### src/rtl/encrypt_stream_sequencer_pkg.sv
`default_nettype none
// ============================================================================
// Module : encrypt_stream_sequencer_pkg
// Brief  : Shared state encodings, latencies and helpers for the stream sequencer.
// Rev    : 1.0  initial release
// ============================================================================
package encrypt_stream_sequencer_pkg;

  localparam int SRC_RD_LAT = 1;
  localparam int ENC_LAT    = 1;
  localparam int BYTE_W     = 8;
  localparam int SHIFT_W    = 3;

  typedef enum logic [2:0] {
    ST_IDLE   = 3'd0,
    ST_CLEAR  = 3'd1,
    ST_STREAM = 3'd2,
    ST_DRAIN  = 3'd3,
    ST_DONE   = 3'd4
  } state_e;

  // Rotating jobs advance the shift by one per byte, wrapping mod 8.
  function automatic logic [SHIFT_W-1:0] shift_for(input logic [SHIFT_W-1:0] base,
                                                   input logic               rot,
                                                   input logic [SHIFT_W-1:0] idx_lsb);
    return rot ? (base + idx_lsb) : base;
  endfunction

endpackage
`default_nettype wire

### src/rtl/encrypt_stream_sequencer_if.sv
`default_nettype none
// ============================================================================
// Module : encrypt_stream_sequencer_if
// Brief  : Control, source RAM, encrypter and destination RAM signal bundle.
// Rev    : 1.0  initial release
// ============================================================================
interface encrypt_stream_sequencer_if #(
  parameter int ADDR_W = 10
);
  import encrypt_stream_sequencer_pkg::*;

  logic                  start;
  logic                  abort;
  logic [ADDR_W:0]       length;
  logic [BYTE_W-1:0]     key_in;
  logic [SHIFT_W-1:0]    shift_in;
  logic                  rotate_en;

  logic [ADDR_W-1:0]     src_addr;
  logic                  src_rd_en;
  logic [BYTE_W-1:0]     src_rd_data;

  logic [BYTE_W-1:0]     enc_key;
  logic [SHIFT_W-1:0]    enc_shift;
  logic [BYTE_W-1:0]     enc_din;
  logic                  enc_start_reset;
  logic                  enc_xor_enable;
  logic                  enc_improved_en;
  logic                  enc_last_data;
  logic [BYTE_W-1:0]     enc_dout;
  logic                  enc_led_complete;

  logic [ADDR_W-1:0]     dst_addr;
  logic                  dst_wr_en;
  logic [BYTE_W-1:0]     dst_wr_data;

  logic                  busy;
  logic                  done;
  logic [ADDR_W:0]       byte_count;

  modport slave (
    input  start, abort, length, key_in, shift_in, rotate_en,
    input  src_rd_data, enc_dout, enc_led_complete,
    output src_addr, src_rd_en,
    output enc_key, enc_shift, enc_din, enc_start_reset, enc_xor_enable,
    output enc_improved_en, enc_last_data,
    output dst_addr, dst_wr_en, dst_wr_data,
    output busy, done, byte_count
  );

  modport master (
    output start, abort, length, key_in, shift_in, rotate_en,
    output src_rd_data, enc_dout, enc_led_complete,
    input  src_addr, src_rd_en,
    input  enc_key, enc_shift, enc_din, enc_start_reset, enc_xor_enable,
    input  enc_improved_en, enc_last_data,
    input  dst_addr, dst_wr_en, dst_wr_data,
    input  busy, done, byte_count
  );

endinterface
`default_nettype wire

### src/rtl/encrypt_stream_sequencer_enc_valid_pipe.sv
`default_nettype none
// ============================================================================
// Module : encrypt_stream_sequencer_enc_valid_pipe
// Brief  : Valid/index/last shift register tracking each byte from read to write.
// Rev    : 1.0  initial release
// ============================================================================
module encrypt_stream_sequencer_enc_valid_pipe
  import encrypt_stream_sequencer_pkg::*;
#(
  parameter int ADDR_W = 10
) (
  input  logic              clk,
  input  logic              rst_n,
  input  logic              flush_i,
  input  logic              valid_i,
  input  logic [ADDR_W-1:0] idx_i,
  input  logic              last_i,
  output logic              xor_valid_o,
  output logic              xor_last_o,
  output logic              wr_valid_o,
  output logic [ADDR_W-1:0] wr_idx_o
);

  localparam int DEPTH = SRC_RD_LAT + ENC_LAT;

  logic [DEPTH-1:0]  valid_q;
  logic [ADDR_W-1:0] idx_q [DEPTH];
  logic              last_q;

  // Flush only kills valid/last; stale indices are harmless without valid.
  always_ff @(posedge clk or negedge rst_n) begin
    if (!rst_n) begin
      valid_q <= '0;
      last_q  <= 1'b0;
      for (int s = 0; s < DEPTH; s++) begin
        idx_q[s] <= '0;
      end
    end else begin
      if (flush_i) begin
        valid_q <= '0;
      end else begin
        valid_q <= {valid_q[DEPTH-2:0], valid_i};
      end
      last_q   <= ~flush_i & valid_i & last_i;
      idx_q[0] <= idx_i;
      for (int s = DEPTH - 1; s > 0; s--) begin
        idx_q[s] <= idx_q[s-1];
      end
    end
  end

  assign xor_valid_o = valid_q[SRC_RD_LAT-1];
  assign xor_last_o  = last_q;
  assign wr_valid_o  = valid_q[DEPTH-1];
  assign wr_idx_o    = idx_q[DEPTH-1];

endmodule
`default_nettype wire

### src/rtl/encrypt_stream_sequencer.sv
`default_nettype none
// ============================================================================
// Module : encrypt_stream_sequencer
// Brief  : Streams a source RAM buffer through the xor encrypter into destination RAM.
// Rev    : 1.0  initial release
// ============================================================================
module encrypt_stream_sequencer
  import encrypt_stream_sequencer_pkg::*;
#(
  parameter int ADDR_W = 10
) (
  input  logic                      clk,
  input  logic                      rst_n,
  encrypt_stream_sequencer_if.slave seq_if
);

  state_e             state_q, state_d;
  logic [ADDR_W:0]    idx_q, idx_d;
  logic [ADDR_W:0]    byte_count_q, byte_count_d;
  logic [ADDR_W:0]    len_q;
  logic [BYTE_W-1:0]  key_q;
  logic [SHIFT_W-1:0] shift_q;
  logic               rot_q;

  logic               take_start;
  logic               last_rd;
  logic               rd_en;
  logic               start_reset;
  logic               xor_valid;
  logic               xor_last;
  logic               wr_valid;
  logic [ADDR_W-1:0]  wr_idx;
  logic               unused_led_complete;

  assign take_start = seq_if.start & ~seq_if.abort
                    & ((state_q == ST_IDLE) | (state_q == ST_DONE));
  assign last_rd    = (idx_q == (len_q - 1'b1));

  // Job parameters are frozen at start so mid-job input changes are ignored.
  always_ff @(posedge clk or negedge rst_n) begin
    if (!rst_n) begin
      key_q   <= '0;
      shift_q <= '0;
      len_q   <= '0;
      rot_q   <= 1'b0;
    end else if (take_start) begin
      key_q   <= seq_if.key_in;
      shift_q <= seq_if.shift_in;
      len_q   <= seq_if.length;
      rot_q   <= seq_if.rotate_en;
    end
  end

  always_ff @(posedge clk or negedge rst_n) begin
    if (!rst_n) begin
      state_q      <= ST_IDLE;
      idx_q        <= '0;
      byte_count_q <= '0;
    end else begin
      state_q      <= state_d;
      idx_q        <= idx_d;
      byte_count_q <= byte_count_d;
    end
  end

  always_comb begin
    state_d      = state_q;
    idx_d        = idx_q;
    byte_count_d = byte_count_q;
    rd_en        = 1'b0;
    start_reset  = 1'b0;
    if (seq_if.abort) begin
      state_d     = ST_IDLE;
      start_reset = 1'b1;
    end else begin
      if (wr_valid) begin
        byte_count_d = byte_count_q + 1'b1;
      end
      case (state_q)
        ST_IDLE, ST_DONE: begin
          if (seq_if.start) begin
            state_d = ST_CLEAR;
          end
        end
        ST_CLEAR: begin
          start_reset  = 1'b1;
          idx_d        = '0;
          byte_count_d = '0;
          state_d      = (len_q == '0) ? ST_DONE : ST_STREAM;
        end
        ST_STREAM: begin
          rd_en = 1'b1;
          idx_d = idx_q + 1'b1;
          if (last_rd) begin
            state_d = ST_DRAIN;
          end
        end
        ST_DRAIN: begin
          // Last byte has left the xor stage once stage 1 is empty.
          if (!xor_valid) begin
            state_d = ST_DONE;
          end
        end
        default: begin
          state_d = ST_IDLE;
        end
      endcase
    end
  end

  encrypt_stream_sequencer_enc_valid_pipe #(
    .ADDR_W (ADDR_W)
  ) u_pipe (
    .clk         (clk),
    .rst_n       (rst_n),
    .flush_i     (seq_if.abort),
    .valid_i     (rd_en),
    .idx_i       (idx_q[ADDR_W-1:0]),
    .last_i      (last_rd),
    .xor_valid_o (xor_valid),
    .xor_last_o  (xor_last),
    .wr_valid_o  (wr_valid),
    .wr_idx_o    (wr_idx)
  );

  assign seq_if.src_addr        = idx_q[ADDR_W-1:0];
  assign seq_if.src_rd_en       = rd_en;
  assign seq_if.enc_key         = key_q;
  assign seq_if.enc_shift       = shift_for(shift_q, rot_q, idx_q[SHIFT_W-1:0]);
  assign seq_if.enc_din         = seq_if.src_rd_data;
  assign seq_if.enc_start_reset = start_reset;
  assign seq_if.enc_xor_enable  = xor_valid & ~seq_if.abort;
  assign seq_if.enc_improved_en = 1'b0;
  assign seq_if.enc_last_data   = xor_valid & xor_last & ~seq_if.abort;
  assign seq_if.dst_addr        = wr_idx;
  assign seq_if.dst_wr_en       = wr_valid & ~seq_if.abort;
  assign seq_if.dst_wr_data     = seq_if.enc_dout;
  assign seq_if.busy            = (state_q == ST_CLEAR) | (state_q == ST_STREAM)
                                | (state_q == ST_DRAIN);
  assign seq_if.done            = (state_q == ST_DONE);
  assign seq_if.byte_count      = byte_count_q;

  assign unused_led_complete    = seq_if.enc_led_complete;

endmodule
`default_nettype wire
### src/flat_wrapper.sv
// flat-port wrapper written by rule: the top's interface ports become plain ports
module encrypt_stream_sequencer_flat import encrypt_stream_sequencer_pkg::*;
#(
  parameter int ADDR_W = 10
)
  (clk, rst_n, seq_if_start, seq_if_abort, seq_if_length, seq_if_key_in, seq_if_shift_in, seq_if_rotate_en, seq_if_src_rd_data, seq_if_enc_dout, seq_if_enc_led_complete, seq_if_src_addr, seq_if_src_rd_en, seq_if_enc_key, seq_if_enc_shift, seq_if_enc_din, seq_if_enc_start_reset, seq_if_enc_xor_enable, seq_if_enc_improved_en, seq_if_enc_last_data, seq_if_dst_addr, seq_if_dst_wr_en, seq_if_dst_wr_data, seq_if_busy, seq_if_done, seq_if_byte_count);
  encrypt_stream_sequencer_if #(.ADDR_W(ADDR_W)) seq_if_i ();
  input  logic clk;
  input  logic rst_n;
  input wire logic [$bits(seq_if_i.start)-1:0] seq_if_start;
  input wire logic [$bits(seq_if_i.abort)-1:0] seq_if_abort;
  input wire logic [$bits(seq_if_i.length)-1:0] seq_if_length;
  input wire logic [$bits(seq_if_i.key_in)-1:0] seq_if_key_in;
  input wire logic [$bits(seq_if_i.shift_in)-1:0] seq_if_shift_in;
  input wire logic [$bits(seq_if_i.rotate_en)-1:0] seq_if_rotate_en;
  input wire logic [$bits(seq_if_i.src_rd_data)-1:0] seq_if_src_rd_data;
  input wire logic [$bits(seq_if_i.enc_dout)-1:0] seq_if_enc_dout;
  input wire logic [$bits(seq_if_i.enc_led_complete)-1:0] seq_if_enc_led_complete;
  output wire logic [$bits(seq_if_i.src_addr)-1:0] seq_if_src_addr;
  output wire logic [$bits(seq_if_i.src_rd_en)-1:0] seq_if_src_rd_en;
  output wire logic [$bits(seq_if_i.enc_key)-1:0] seq_if_enc_key;
  output wire logic [$bits(seq_if_i.enc_shift)-1:0] seq_if_enc_shift;
  output wire logic [$bits(seq_if_i.enc_din)-1:0] seq_if_enc_din;
  output wire logic [$bits(seq_if_i.enc_start_reset)-1:0] seq_if_enc_start_reset;
  output wire logic [$bits(seq_if_i.enc_xor_enable)-1:0] seq_if_enc_xor_enable;
  output wire logic [$bits(seq_if_i.enc_improved_en)-1:0] seq_if_enc_improved_en;
  output wire logic [$bits(seq_if_i.enc_last_data)-1:0] seq_if_enc_last_data;
  output wire logic [$bits(seq_if_i.dst_addr)-1:0] seq_if_dst_addr;
  output wire logic [$bits(seq_if_i.dst_wr_en)-1:0] seq_if_dst_wr_en;
  output wire logic [$bits(seq_if_i.dst_wr_data)-1:0] seq_if_dst_wr_data;
  output wire logic [$bits(seq_if_i.busy)-1:0] seq_if_busy;
  output wire logic [$bits(seq_if_i.done)-1:0] seq_if_done;
  output wire logic [$bits(seq_if_i.byte_count)-1:0] seq_if_byte_count;
  assign seq_if_i.start = seq_if_start;
  assign seq_if_i.abort = seq_if_abort;
  assign seq_if_i.length = seq_if_length;
  assign seq_if_i.key_in = seq_if_key_in;
  assign seq_if_i.shift_in = seq_if_shift_in;
  assign seq_if_i.rotate_en = seq_if_rotate_en;
  assign seq_if_i.src_rd_data = seq_if_src_rd_data;
  assign seq_if_i.enc_dout = seq_if_enc_dout;
  assign seq_if_i.enc_led_complete = seq_if_enc_led_complete;
  assign seq_if_src_addr = seq_if_i.src_addr;
  assign seq_if_src_rd_en = seq_if_i.src_rd_en;
  assign seq_if_enc_key = seq_if_i.enc_key;
  assign seq_if_enc_shift = seq_if_i.enc_shift;
  assign seq_if_enc_din = seq_if_i.enc_din;
  assign seq_if_enc_start_reset = seq_if_i.enc_start_reset;
  assign seq_if_enc_xor_enable = seq_if_i.enc_xor_enable;
  assign seq_if_enc_improved_en = seq_if_i.enc_improved_en;
  assign seq_if_enc_last_data = seq_if_i.enc_last_data;
  assign seq_if_dst_addr = seq_if_i.dst_addr;
  assign seq_if_dst_wr_en = seq_if_i.dst_wr_en;
  assign seq_if_dst_wr_data = seq_if_i.dst_wr_data;
  assign seq_if_busy = seq_if_i.busy;
  assign seq_if_done = seq_if_i.done;
  assign seq_if_byte_count = seq_if_i.byte_count;
  encrypt_stream_sequencer #(.ADDR_W(ADDR_W)) u_core (.clk(clk), .rst_n(rst_n), .seq_if(seq_if_i));
endmodule
### config.mk
export PLATFORM = sky130hd
export DESIGN_NAME = encrypt_stream_sequencer_flat
export DESIGN_NICKNAME = d
export VERILOG_FILES = /design/src/rtl/encrypt_stream_sequencer_pkg.sv /design/src/rtl/encrypt_stream_sequencer_if.sv /design/src/rtl/encrypt_stream_sequencer_enc_valid_pipe.sv /design/src/rtl/encrypt_stream_sequencer.sv /design/src/flat_wrapper.sv
export SDC_FILE = /design/constraint.sdc
export NUM_CORES = 1
export LEC_CHECK = 0
export ABC_AREA = 1
export CORE_ASPECT_RATIO = 2
export CORE_MARGIN = 1
export CORE_UTILIZATION = 40
export CTS_CLUSTER_DIAMETER = 200
export CTS_CLUSTER_SIZE = 40
export DETAILED_ROUTE_END_ITERATION = 10
export HOLD_SLACK_MARGIN = 0.15
export PLACE_DENSITY = 0.8
export REMOVE_ABC_BUFFERS = 1
export SLEW_MARGIN = 15
export SYNTH_ARGS = -nofsm -noshare
export SYNTH_HDL_FRONTEND = slang
export SYNTH_HIERARCHICAL = 1
export SYNTH_SLANG_ARGS = --single-unit
### constraint.sdc
create_clock -name clk -period 4.55 [get_ports clk]
set_input_delay 0.91 -clock clk [delete_from_list [all_inputs] [get_ports clk]]
set_output_delay 0.91 -clock clk [all_outputs]
set_load 0.005 [all_outputs]
After elaboration in Yosys (flattened, before gate mapping)
Index checks and enable logic that the tools add are counted.

Input bits: 44. Register bits: 71. Logic and storage cells: 58. Output and inout port bits: 66.

Equal/unequal tests: 8. Reduce and logical (&&, ||, !) cells: 8. Add/sub/neg operators: 4. Multiplexer cells: 15. Bitwise gates (word level): 12.

Operators by type and width (count): adder 11 x 1 -> 11 bit (second input constant) (2); two-way mux 11 bit (2); case mux 11 bit (2 select lines) (1); two-way mux 3 bit (6); case mux 3 bit (4 select lines) (1); == test 11 bit (1); logical NOT 11 bit (1); subtractor 11 x 1 -> 11 bit (second input constant) (1); != test 3 bit (second input constant) (3); bitwise AND 1 bit (8); == test 3 x 2 -> 1 bit (second input constant) (2); two-way mux 1 bit (4); AND reduction 2 bit (2); nonzero test 2 bit (2); adder 3 bit (1); == test 3 x 1 -> 1 bit (second input constant) (1); == test 3 bit (second input constant) (1); logical NOT 3 bit (1); OR 1 bit (3); AND reduction 3 bit (1); two-way mux 2 bit (1); OR reduction 2 bit (1); inverter 1 bit (1).

Depth between registers and ports, before layout
Word-level depth: 5. Depth in mapped cells: 14. Mapped depth without buffers: 14.

By module
Netlist, hierarchy kept.

By module, submodules not included: encrypt_stream_sequencer (area an instance 3011.6 um2, instances 1, seq. area each 1201.2 um2, cells an instance 386); encrypt_stream_sequencer_enc_valid_pipe (area an instance 681.9 um2, instances 1, seq. area each 575.6 um2, cells an instance 40).

Worst setup path before layout
OpenSTA, ideal clock, no wires.

Kind: reg2out. Start point: register u_core.idx_q[0]. End point: output seq_if_enc_shift[2]. Required time: 3.640 ns. Setup slack: 2.251 ns. Arrival time: 1.389 ns. Stages on the path, launching flop included: 7. Buffers on the path: 0. Cell sequence: dfrtp_1 ha_1 inv_1 fa_1 a21boi_0 o21ai_0 xnor2_1.

Word-level cells in the longest chain between the ends: 2.

RTL lines: from (decl) (RTL line encrypt_stream_sequencer.sv:18) `logic [ADDR_W:0] idx_q, idx_d;`; from (signal assigned) (RTL line encrypt_stream_sequencer.sv:61) `idx_q <= idx_d;`; adder 3 bit (RTL line encrypt_stream_sequencer_pkg.sv:26) `return rot ? (base + idx_lsb) : base;`; two-way mux 3 bit (RTL line encrypt_stream_sequencer_pkg.sv:26); to (decl) (RTL line flat_wrapper.sv:22) `output wire logic [$bits(seq_if_i.enc_shift)-1:0] seq_if_enc_shift;`.

Every way passes these cells.

Worst setup path in the final report
Start point: input seq_if_abort. End point: output seq_if_src_rd_en.

Word-level cells in the longest chain between the ends: 1.

RTL lines: from (decl) (RTL line flat_wrapper.sv:11) `input wire logic [$bits(seq_if_i.abort)-1:0] seq_if_abort;`; two-way mux 1 bit (RTL line encrypt_stream_sequencer.sv:72) `if (seq_if.abort) begin`; to (decl) (RTL line flat_wrapper.sv:20) `output wire logic [$bits(seq_if_i.src_rd_en)-1:0] seq_if_src_rd_en;`.

Every way passes these cells.

==> results.py <==
metrics = {
    "outcome": {
        "run_status": "finished clean",
    },
    "yosys": {
        "synth-edff-count": 0,
        "yosys.area_share.simple_pct": 22.7,
        "synth-compound-area-share_pct": 7.18,
        "synthMuxAreaShare_pct": 3.66,
        "yosysWarningCount": 6,
        "synth_cell_types": 34,
        "syn_area_mm2": 0.00369,
        "synthArstFlopShare_pct": 100,
        "ys_seq_elements": 71,
        "yosysMostFrequentCell": "dfrtp_1",
        "syn_inst": 426,
        "synth_top_family_by_area": "simple AND/OR/NAND/NOR gates",
        "yosys.area_share.xor_xnor_pct": 1.90,
        "ys.flop_type": "dfrtp_1",
        "synthTopCellsByArea": "dfrtp_1 (48%), buf_4 (7.5%), nand2_1 (6.8%)",
        "yosysSeqAreaShare_pct": 48.1,
        "yosysTopAreaCell": "dfrtp_1",
        "synth_top_area_share_pct": 48.1,
        "synthAdderAreaFrac_pct": 2.24,
        "synth_commonest_cells": "dfrtp_1 (71), nand2_1 (67), inv_1 (57)",
        "postSynthAreaPerCell_um2": 8.67,
    },
    "sta": {
        "min_period_ns": 3.46,
        "hold_violations": 0,
        "tns_ns": 0,
        "finalCritPeriodShare_pct": 75.9,
        "max_freq_ghz": 0.289,
        "rsz0062_at_grt": "no",
        "worstMarginPinSlew_ns": 0.897,
        "report.final.slew_viol_count": 0,
        "slew-limit-headroom_pct": 40.2,
        "setup_viol": 0,
        "clock-skew-final_ns": 0.00554,
    },
    "critical_path": {
        "slowest_delay_ns": 0.62,
        "cp-end-kind": "output pin",
        "worst_path_most_repeated_cell": "clkdlybuf4s50_1",
        "worstPathRequired_ns": 3.64,
        "critPathBufInv": 2,
        "critPathMaxFanout": 7,
        "worstSetupStartpointType": "primary input",
        "cp_slowest_cell": "clkdlybuf4s50_1",
        "worstPathCellList": "clkdlybuf4s50_1 > nor2_1 > clkdlybuf4s50_1",
        "crit_arrival_ns": 2.55,
        "cp_top_family": "buffers and inverters",
        "crit_type": "primary input to output pin",
    },
    "final_layout": {
        "diodes": 0,
        "fin_nets": 521,
        "fin_util_pct": 51.0,
        "fin_area_mm2": 0.00457,
        "area_growth_pct": 23.6,
        "drive_above_1_share_pct": 10.3,
    },
    "floorplan": {
        "die_x_um": 69.9,
        "core.rowCount": 49,
        "pin_count": 110,
        "dieArea_mm2": 0.00965,
        "core_mm2": 0.00895,
        "start_util_pct": 41.3,
        "die_h_um": 138,
    },
    "grt": {
        "antenna_found_initial": 0,
        "grt_usage_pct": 17.7,
        "grt_pass1_vias": 2962,
        "grt_pass1_wl_um": 13300,
        "overflow": 0,
        "grt_max_degree": 72,
    },
    "route": {
        "drtAntennaViolNets": 0,
        "routed_wirelength_um": 8110,
        "vias": 2939,
        "wl_per_cell_um": 14.0,
        "drt_iter0_markers": 120,
        "viasPerCell": 5.08,
        "drt-pass1-iter-count": 4,
        "drc": 0,
    },
    "worst_hold_path": {
        "hold_path_class": "flop to flop",
    },
    "power": {
        "power_mw": 2.43,
        "p_leak_nw": 2.13,
        "irDropWorstVdd_v": 0.000358,
        "power_density_mw_per_mm2": 533,
    },
    "placement": {
        "gp_congestion": 0.856,
        "port_buffers": 75,
        "post_dp_cell_area_mm2": 0.00428,
        "hpwl_um": 6110,
    },
    "clock_network": {
        "cts_buffers": 9,
        "clock_latency_ns": 0.33,
        "cts-hold-fix-buffers": 0,
        "cts.repair.resized": 0,
        "cts_sinks": 71,
        "path_clk_slew_ns": 0.05,
        "clock_path_buffers": 2,
        "cts_tree": "built",
        "clockRootBuffer": "clkbuf_16",
        "htree_levels": 3,
        "post_cts_buffers": 0,
    },
    "flow_run": {
        "drv_cap": 0,
    },
}
==> layer usage <==
metal	up-vias	global-route usage [%]	routed length [µm]
li1	1420	-	-
met4	0	12.3	286
met2	87	31.0	4430
met5	-	2.78	0
met1	1408	17.4	3010
met3	24	5.45	378
==> cells by family (layout without fill, tap and decap cells) <==
| logic type | Yosys count | count (layout) |
|---|---|---|
| AO/OA/AOI/OAI | 50 | 50 |
| XOR/XNOR | 8 | 8 |
| buffers and inverters | 101 | 151 |
| adder cells (fa/ha/maj) | 6 | 6 |
| other | 1 | 1 |
| multiplexers | 12 | 12 |
| AND/OR/NAND/NOR | 177 | 177 |
| flip-flops | 71 | 71 |
==> placed cells by master (no fill, tap or decap), types with 5 or more instances in the layout <==
cell,Yosys,layout
a21oi_1,29,29
nand4_1,7,7
nand2_2,6,6
clkbuf_16,0,9
dfrtp_1,71,71
nand2_1,67,67
nor2_2,5,5
mux2_2,12,12
nand3_1,28,28
nor3_1,7,7
clkdlybuf4s50_1,0,74
o21ai_0,14,14
ha_1,5,5
inv_1,57,57
nor2_1,44,44
==> per-stage QoR <==
step           setup WS (ns)  hold slack, ns  cells
4_1_cts                 1.09           0.347    578
5_1_grt                0.992           0.356    578
3_3_place_gp            1.08           0.331    562
2_1_floorplan           2.21           0.331    384
3_5_place_dp            1.09           0.335    562
6_report                1.09           0.345    578
==> final cells by class <==
type                            instances  area, µm²
Tap cell                              102        128
Multi-Input combinational cell        254       1390
Clock buffer                           12        246
Inverter                               59        221
Fill cell                             837       4380
Timing Repair Buffer                   76        756
Clock inverter                          4       45.0
Sequential cell                        71       1780
==> sequential cells by signal, indices dropped and copies added (netlist names) <==
register and flops:
u_core/idx_q 11, u_core/len_q 11, u_core/seq_if.byte_count 11, u_core/u_pipe/idx_q 10
u_core/u_pipe/wr_idx_o 10, u_core/seq_if.enc_key 8, u_core/shift_q 3, u_core/state_q 3
u_core/u_pipe/valid_q 2, u_core/rot_q 1, u_core/u_pipe/xor_last_o 1
==> worst paths after layout <==
path / start / endpoint / slack, ns / cells after the start
setup / recovery: seq_if_abort / seq_if_src_rd_en / 1.09 / 3
hold / removal: u_core/u_pipe/idx_q[19]$_DFF_PN0_ / u_core/u_pipe/wr_idx_o[9]$_DFF_PN0_ / 0.35 / 0
setup reg to reg: u_core/state_q[2]$_DFFE_PN0P_ / u_core/idx_q[9]$_DFFE_PN0P_ / 2.51 / 8
hold reg to reg: u_core/u_pipe/idx_q[19]$_DFF_PN0_ / u_core/u_pipe/wr_idx_o[9]$_DFF_PN0_ / 0.35 / 0
max in group asynchronous: rst_n / u_core/u_pipe/wr_idx_o[1]$_DFF_PN0_ / 3.25 / 1
min in group asynchronous: rst_n / u_core/seq_if.byte_count[3]$_DFFE_PN0P_ / 0.69 / 1
==> report_power, final <==
part	internal, mW	total [mW]	switching, mW
clock network	0.436	0.681	0.244
registers	0.792	0.933	0.141
logic	0.414	0.818	0.405
total	1.64	2.43	0.790
No activity file was read; power rests on OpenSTA's default activity.
